**config.mk**
```make
export PLATFORM = sky130hd
export DESIGN_NAME = branch_predictor
export DESIGN_NICKNAME = d
export VERILOG_FILES = /design/src/rtl/branch_predictor.sv
export SDC_FILE = /design/constraint.sdc
export NUM_CORES = 2
export LEC_CHECK = 0
export BUFFER_PORTS_ARGS = -buffer_cell sky130_fd_sc_hd__buf_2
export CORE_ASPECT_RATIO = 1.4
export CORE_MARGIN = 2
export CORE_UTILIZATION = 32
export CTS_CLUSTER_SIZE = 8
export DETAILED_ROUTE_END_ITERATION = 8
export HOLD_SLACK_MARGIN = 0.03
export PLACE_DENSITY = 0.54
export SYNTH_ARGS = -nofsm -noshare
export SYNTH_HDL_FRONTEND = slang
export SYNTH_SLANG_ARGS = --single-unit
export TNS_END_PERCENT = 5
```
**constraint.sdc**
```tcl
create_clock -name clk -period 53.2 [get_ports clk]
set_clock_uncertainty 0.1 [all_clocks]
set_input_delay 5.32 -clock clk [delete_from_list [all_inputs] [get_ports clk]]
set_output_delay 5.32 -clock clk [all_outputs]
set_load 0.02 [all_outputs]
```
**src/rtl/branch_predictor.sv**
```systemverilog
// Dynamic branch predictor: direct-mapped table of 2-bit counters plus BTB, looked up
// combinationally at fetch and trained by resolved branches; raises a registered flush.
module branch_predictor #(
  parameter int unsigned IDX_BITS = 4
) (
  input  logic        clk,
  input  logic        rst,
  input  logic [31:0] if_pc,
  output logic        pred_taken,
  output logic [31:0] pred_target,
  input  logic        ex_valid,
  input  logic [31:0] ex_pc,
  input  logic        ex_taken,
  input  logic [31:0] ex_target,
  input  logic        ex_pred_taken,
  input  logic [31:0] ex_pred_target,
  output logic        flush,
  output logic [31:0] redirect_pc,
  output logic [31:0] br_count,
  output logic [31:0] mispred_count
);

  localparam int unsigned Entries = 2 ** IDX_BITS;
  localparam int unsigned TagW    = 30 - IDX_BITS;

  logic [Entries-1:0] valid_q;
  logic [1:0]         ctr_q [Entries];
  logic [TagW-1:0]    tag_q [Entries];
  logic [31:0]        tgt_q [Entries];

  logic        flush_q, flush_d;
  logic [31:0] redirect_q, redirect_d;
  logic [31:0] br_q, br_d;
  logic [31:0] mis_q, mis_d;

  logic [IDX_BITS-1:0] if_idx, ex_idx;
  logic [TagW-1:0]     if_tag, ex_tag;
  logic                if_hit, ex_hit;
  logic                upd, mis, tbl_we;
  logic [1:0]          ctr_d;

  // Lookup reads only registered table state, so ex_* never reaches pred_*.
  assign if_idx      = if_pc[IDX_BITS+1:2];
  assign if_tag      = if_pc[31:IDX_BITS+2];
  assign if_hit      = valid_q[if_idx] && (tag_q[if_idx] == if_tag);
  assign pred_taken  = if_hit && ctr_q[if_idx][1];
  assign pred_target = pred_taken ? tgt_q[if_idx] : if_pc + 32'd4;

  assign ex_idx = ex_pc[IDX_BITS+1:2];
  assign ex_tag = ex_pc[31:IDX_BITS+2];
  assign ex_hit = valid_q[ex_idx] && (tag_q[ex_idx] == ex_tag);

  // A resolving branch during the flush cycle is wrong-path and is dropped.
  assign upd = ex_valid && !flush_q;
  assign mis = (ex_taken != ex_pred_taken) ||
               (ex_taken && ex_pred_taken && (ex_target != ex_pred_target));

  always_comb begin
    ctr_d  = ctr_q[ex_idx];
    tbl_we = 1'b0;
    if (upd) begin
      if (ex_hit) begin
        tbl_we = 1'b1;
        if (ex_taken) begin
          ctr_d = (ctr_q[ex_idx] == 2'b11) ? 2'b11 : ctr_q[ex_idx] + 2'd1;
        end else begin
          ctr_d = (ctr_q[ex_idx] == 2'b00) ? 2'b00 : ctr_q[ex_idx] - 2'd1;
        end
      end else if (ex_taken) begin
        tbl_we = 1'b1;
        ctr_d  = 2'b10;
      end
    end
  end

  always_comb begin
    flush_d    = upd && mis;
    redirect_d = redirect_q;
    if (upd && mis) begin
      redirect_d = ex_taken ? ex_target : ex_pc + 32'd4;
    end
    br_d  = br_q + {31'b0, upd};
    mis_d = mis_q + {31'b0, upd && mis};
  end

  always_ff @(posedge clk or posedge rst) begin
    if (rst) begin
      valid_q <= '0;
      for (int i = 0; i < Entries; i++) begin
        ctr_q[i] <= 2'b01;
        tag_q[i] <= '0;
        tgt_q[i] <= '0;
      end
    end else if (tbl_we) begin
      // Rewriting valid/tag on a hit is a no-op; on a miss it allocates over the old entry.
      valid_q[ex_idx] <= 1'b1;
      tag_q[ex_idx]   <= ex_tag;
      ctr_q[ex_idx]   <= ctr_d;
      if (ex_taken) begin
        tgt_q[ex_idx] <= ex_target;
      end
    end
  end

  always_ff @(posedge clk or posedge rst) begin
    if (rst) begin
      flush_q    <= 1'b0;
      redirect_q <= '0;
      br_q       <= '0;
      mis_q      <= '0;
    end else begin
      flush_q    <= flush_d;
      redirect_q <= redirect_d;
      br_q       <= br_d;
      mis_q      <= mis_d;
    end
  end

  assign flush         = flush_q;
  assign redirect_pc   = redirect_q;
  assign br_count      = br_q;
  assign mispred_count = mis_q;

endmodule

```
# Yosys cells after proc, flatten, opt, wreduce, memory -nomap -nowiden
# Cells that the tools add are included.
# classes
add_sub_neg,6
magnitude_cmp,6
n_eq_ne,5
n_mux,41
n_bitwise,3
n_reduce_logical,13
# ops
op,n
$bwmux 512,1
$bwmux 416,1
$bmux 26 s4,2
$mux 32,5
$mux 26,5
$bmux 32 s4,1
$demux 32 s4,1
$demux 26 s4,1
$add 32x1->32,2
$add 32x3->32 const B,2
$eq 26x26->1,2
$bwmux 32,1
$ne 32x32->1,1
$mux 2,11
$bmux 2 s4,2
$or 16x16->16,1
$ge 5x5->1 const B,2
$lt 4x5->1 const B,2
$not 4->5,2
$logic_and 1x1->1,9
$bmux 1 s4,2
$demux 2 s4,1
$mux 1,6
$lt 5x1->1 const B,1
other kinds (10),10
# totals
reg_bits,1073
input_bits,133
out_inout_bits,130
word_cells,127

# Logic depth before layout (Yosys ltp)
# logic_depth
depth_word,10
mapped_depth,16
depth_no_buf,12

# Worst setup path after synthesis
# No wires, ideal clock.
# synth_path
path_kind,input to output
start,input port if_pc[4]
end,output port pred_target[22]
t_arrival_ps,8925
required_ps,47780
setup_slack_ps,38855
stages,12
n_path_buf,5
cell_sequence,buf_2 -> buf_1 -> buf_1 -> mux4_2 -> xnor2_1 -> nand4_1 -> nor2_1 -> nand2_1 -> or4b_2 -> clkbuf_1 -> buf_2 -> mux2_1
# synth_via
elab_chain_len,8
elab_cells_between_ends,17
classes_between,add/sub: 1; eq/ne: 1; mux: 12; bitwise: 1; reduce/logical: 2
# synth_rtl
item,line,text
start: declaration,8,"input logic [31:0] if_pc,"
$not 4->5 (implied by the code),"45, 46, 47",
$bmux 26 s4,45,assign if_hit = valid_q[if_idx] && (tag_q[if_idx] == if_tag);
$mux 26 (implied by the code) (2 in series),45,
$eq 26x26->1,45,
$logic_and 1x1->1,45,
$logic_and 1x1->1,46,assign pred_taken = if_hit && ctr_q[if_idx][1];
$mux 32 (*),47,assign pred_target = pred_taken ? tgt_q[if_idx] : if_pc + 32'd4;
end: declaration,10,"output logic [31:0] pred_target,"
# Mark *: on every way between the ends. The rest lies on a longest branch, timed or not. The select of a mux whose other input is x is not followed.

# Worst setup path in the final report
# layout_path
start,input port if_pc[2]
end,output port pred_target[26]
# The elaborated chain is that of the path after synthesis.

==> metrics.md <==
| Metric | Value |
|---|---|
| Status | finished, final reports clean |
| Final GP Congestion | 0.901 |
| Starting Density | 32.1% |
| Mapped Cells | around 3700 |
| FP Rows | around 180 |
| Setup bufs post-CTS | 0 |
| Placeable Area | 169000 µm² |
| Clk buf depth | 3 |
| Synthesized net count | 3846 |
| Fin. Hold Viols | 0 |
| Hold depth | 2 |
| WL per Instance | 28.7 µm |
| Period Utilization, post-route | a little under a third |
| Top post-synthesis cells by area | dfrtp_1, mux2_2, mux4_2 |
| Setup crit start | if_pc[2] |
| GRT Util Overall | 20.3% |
| Die span in y | approximately 500 µm |
| Endpoint class of the critical path | output pin |
| I/O pins | 263 |
| DIE AREA | 173000 µm² |
| Grt ovf | 0 |
| Mean Syn Cell Area | roughly 15 µm² |
| Achievable clock frequency | 0.0621 GHz |
| Deepest level of the CTS H-tree | 4 |
| Synthesis Warnings | 0 |
| Reg2reg path depth | 10 |
| HPWL after DPL | approximately 110000 µm |
| Buffers on Ports | roughly 260 |
| Worst Setup Path Type | primary input to output pin |
| Ys flop type | dfrtp_1 |
| Setup TNS | 0 ns |
| Reg-to-Reg Start | tag_q[24] |
| DR vias | 33800 |
| ANT nets after route | 0 |
| Max-cap violations | 0 |
| CTS tree | yes |
| Leakage | 27.0 nW |
| CTS Root Buffer Type | clkbuf_16 |
| Routed WL | 176000 µm |
| DR DRC count | 0 |
| Clk_lat worst skew | 0.77 ns |
| R2R Path End | tag_q[278] |
| Initial antenna violation count | 30 |
| Drt pass-1 iters | 6 |
| Syn Std Cell Area | 54400 µm² |
| Worst hold slack | 0.372 ns |
| EDFF count, synth | 0 |
| Fill count | 16100 |
| Share of cells above drive strength 1 | 50.9% |
| #FFs+latches synth | 1073 |
| Clock transition at the registers of the reported paths | 0.05 ns |
| Flop-to-flop setup slack | 47.31 ns |
| Post-layout net count | 3991 |
| Post-DR vias/cell | 5.51 |
| Area leader, netlist | dfrtp_1 |
| Unrepaired setup endpoints after global routing | no |
| Register area share after synthesis | 49.4% |
| TritonCTS Sinks | ~1100 |
| CP required | ~48 ns |
| Die width | 352 µm |
| Setup violators final | 0 |
| PD cells | 38.4 nW/µm² |
| Final Max Slew Viols | 0 |
| Crit start category | primary input |
| P&R area growth vs syn | 14.0% |
| Hold-fix buffers at CTS | 0 |
| Slew Limit Headroom | 10.6% |
| Arrival @ worst endpoint | approximately 11 ns |
| Unique masters post-synth | 72 |
| # resized after CTS | 0 |
| CP max FO | 80 |
| Post-layout min period | 16.11 ns |
| Area share of the largest cell type after synthesis | 48.6% |
| VDD IR max | 29.1 µV |
| First-pass GRT wire length | 258000 µm |
| Hold EP | ctr_q[0] |
| Area of the multi-input gates | between 20000 and 30000 µm² |
| DRT iter0 DRCs | between 2000 and 2500 |
| Worst-margin pin slew | 1.33 ns |
| Min-delay src | ctr_q[0] |
| Worst hold path type | flop to flop |
| Synth async-reset ratio | 100% |
| Sequential cell area | 26900 µm² |
| Largest net degree at the start of global routing | roughly 180 |
| TritonCTS Buffers | 152 |
| Vias in the first global route | 35400 |
## synth_stat cells, types with 5 or more instances
master	number
dfrtp_1	1057
mux2_2	1010
mux4_2	380
clkbuf_1	208
xnor2_1	157
nand2_1	128
mux2i_1	81
nor2_1	65
buf_1	57
nand3_1	56
buf_2	55
o21ai_0	44
nand4_1	40
xor2_1	38
inv_1	29
mux2_1	23
and3_1	20
buf_4	19
a21oi_1	17
dfstp_2	16
nor3_1	16
nand2b_1	14
or2_2	12
o22ai_1	11
ha_1	10
nor4_1	10
a221oi_1	9
a22oi_1	8
buf_6	8
o211ai_1	8
a22o_1	7
o31ai_1	7
and2_1	6
or3_1	6
nor2b_1	5
## layer usage
layer | wire length [µm] | vias up | share of wire, % | track usage [%]
li1 | - | 14000 | - | -
met2 | 85200 | 1078 | 48 | 33.3
met3 | 10500 | 352 | 5.9 | 4.49
met1 | 73800 | 18300 | 42 | 26.3
met5 | 244 | - | 0.14 | 0
met4 | 6520 | 40 | 3.7 | 7.62
## cells in the final DEF (no fill, tap or decap), drive strengths merged, types with 8 or more instances in the layout
| master | count |
|---|---|
| dfrtp | 1057 |
| o22ai | 11 |
| a21oi | 18 |
| clkbuf | 160 |
| nand2b | 14 |
| buf | 339 |
| nand3 | 56 |
| xnor2 | 157 |
| mux2i | 81 |
| a221oi | 9 |
| xor2 | 38 |
| and3 | 20 |
| dfstp | 16 |
| inv | 38 |
| o21ai | 46 |
| nand2 | 128 |
| or2 | 12 |
| nand4 | 40 |
| o211ai | 8 |
| nor4 | 10 |
| nor2 | 65 |
| mux2 | 1033 |
| ha | 10 |
| a22oi | 8 |
| nor3 | 16 |
| mux4 | 380 |
## power by group
| group | total (W) | internal (W) | switching [W] | leakage, nW |
|---|---|---|---|---|
| logic | 0.000448 | 0.000247 | 0.000202 | 11.1 |
| registers | 0.00106 | 0.000967 | 0.0000957 | 13.9 |
| clock network | 0.000872 | 0.000513 | 0.000359 | 2.00 |
| total | 0.00238 | 0.00173 | 0.000656 | 27.0 |
## state kept, by name (all words and copies together), names as in the netlist
register       flops
tgt_q            512
tag_q            416
br_count          32
ctr_q             32
mispred_count     32
redirect_pc       32
valid_q           16
flush              1
## cells by family after synthesis
group | Yosys count | share of synthesized area [%]
and+or+nand+nor | 393 | 3.54
muxes | 1494 | 38.6
buffers and inverters | 379 | 3.00
DFF | 1073 | 49.4
xor gates and xnor gates | 195 | 3.14
adders and majority gates | 10 | 0.230
AOI/OAI and AO/OA | 159 | 2.07
## through the flow
stage	setup WS, ns	utilization, %	instance area [µm²]	instances	power, W
final	37.09	36.6	62000	6133	0.00238
after detailed placement	36.97	34.2	57900	5956	0.00152
after global placement	36.95	34.2	57900	5956	0.00151
after global routing	36.71	36.6	62000	6130	0.00249
after floorplan	17.60	-	54400	3703	0.00138
after CTS	36.96	36.6	62000	6129	0.00241
## area by class of cell
type,count,share of cell area [%]
diodes,4,0.0161
multi-input cells,2251,42.1
flip-flops and latches,1073,43.3
clock buffers,160,6.25
clock inverters,13,0.341
inverters,31,0.200
repair buffers,339,3.20
well taps,2262,4.56
## worst max-delay path, cell delays in order
cell and delay [ns]:
buf_8 0.46, buf_4 0.64, buf_12 0.58, mux4_2 0.60, mux4_2 0.54, xnor2_1 0.28, and2_1 0.17, nor4bb_1 0.23
nand2_1 0.10, or4b_2 0.67, buf_4 0.34, mux2_1 0.40, buf_2 0.16
## worst max path at each step
| stage | to | slack, ns | cells past startpoint |
|---|---|---|---|
| 2_1_floorplan | br_count[0] | 17.60 | 1 |
| 3_5_place_dp | pred_target[26] | 36.97 | 13 |
| 5_1_grt | pred_target[30] | 36.71 | 13 |
| 6_report | pred_target[26] | 37.09 | 13 |
| 4_1_cts | pred_target[26] | 36.96 | 13 |
| 3_3_place_gp | pred_target[22] | 36.95 | 13 |
Power figures use the tool's default switching activity.
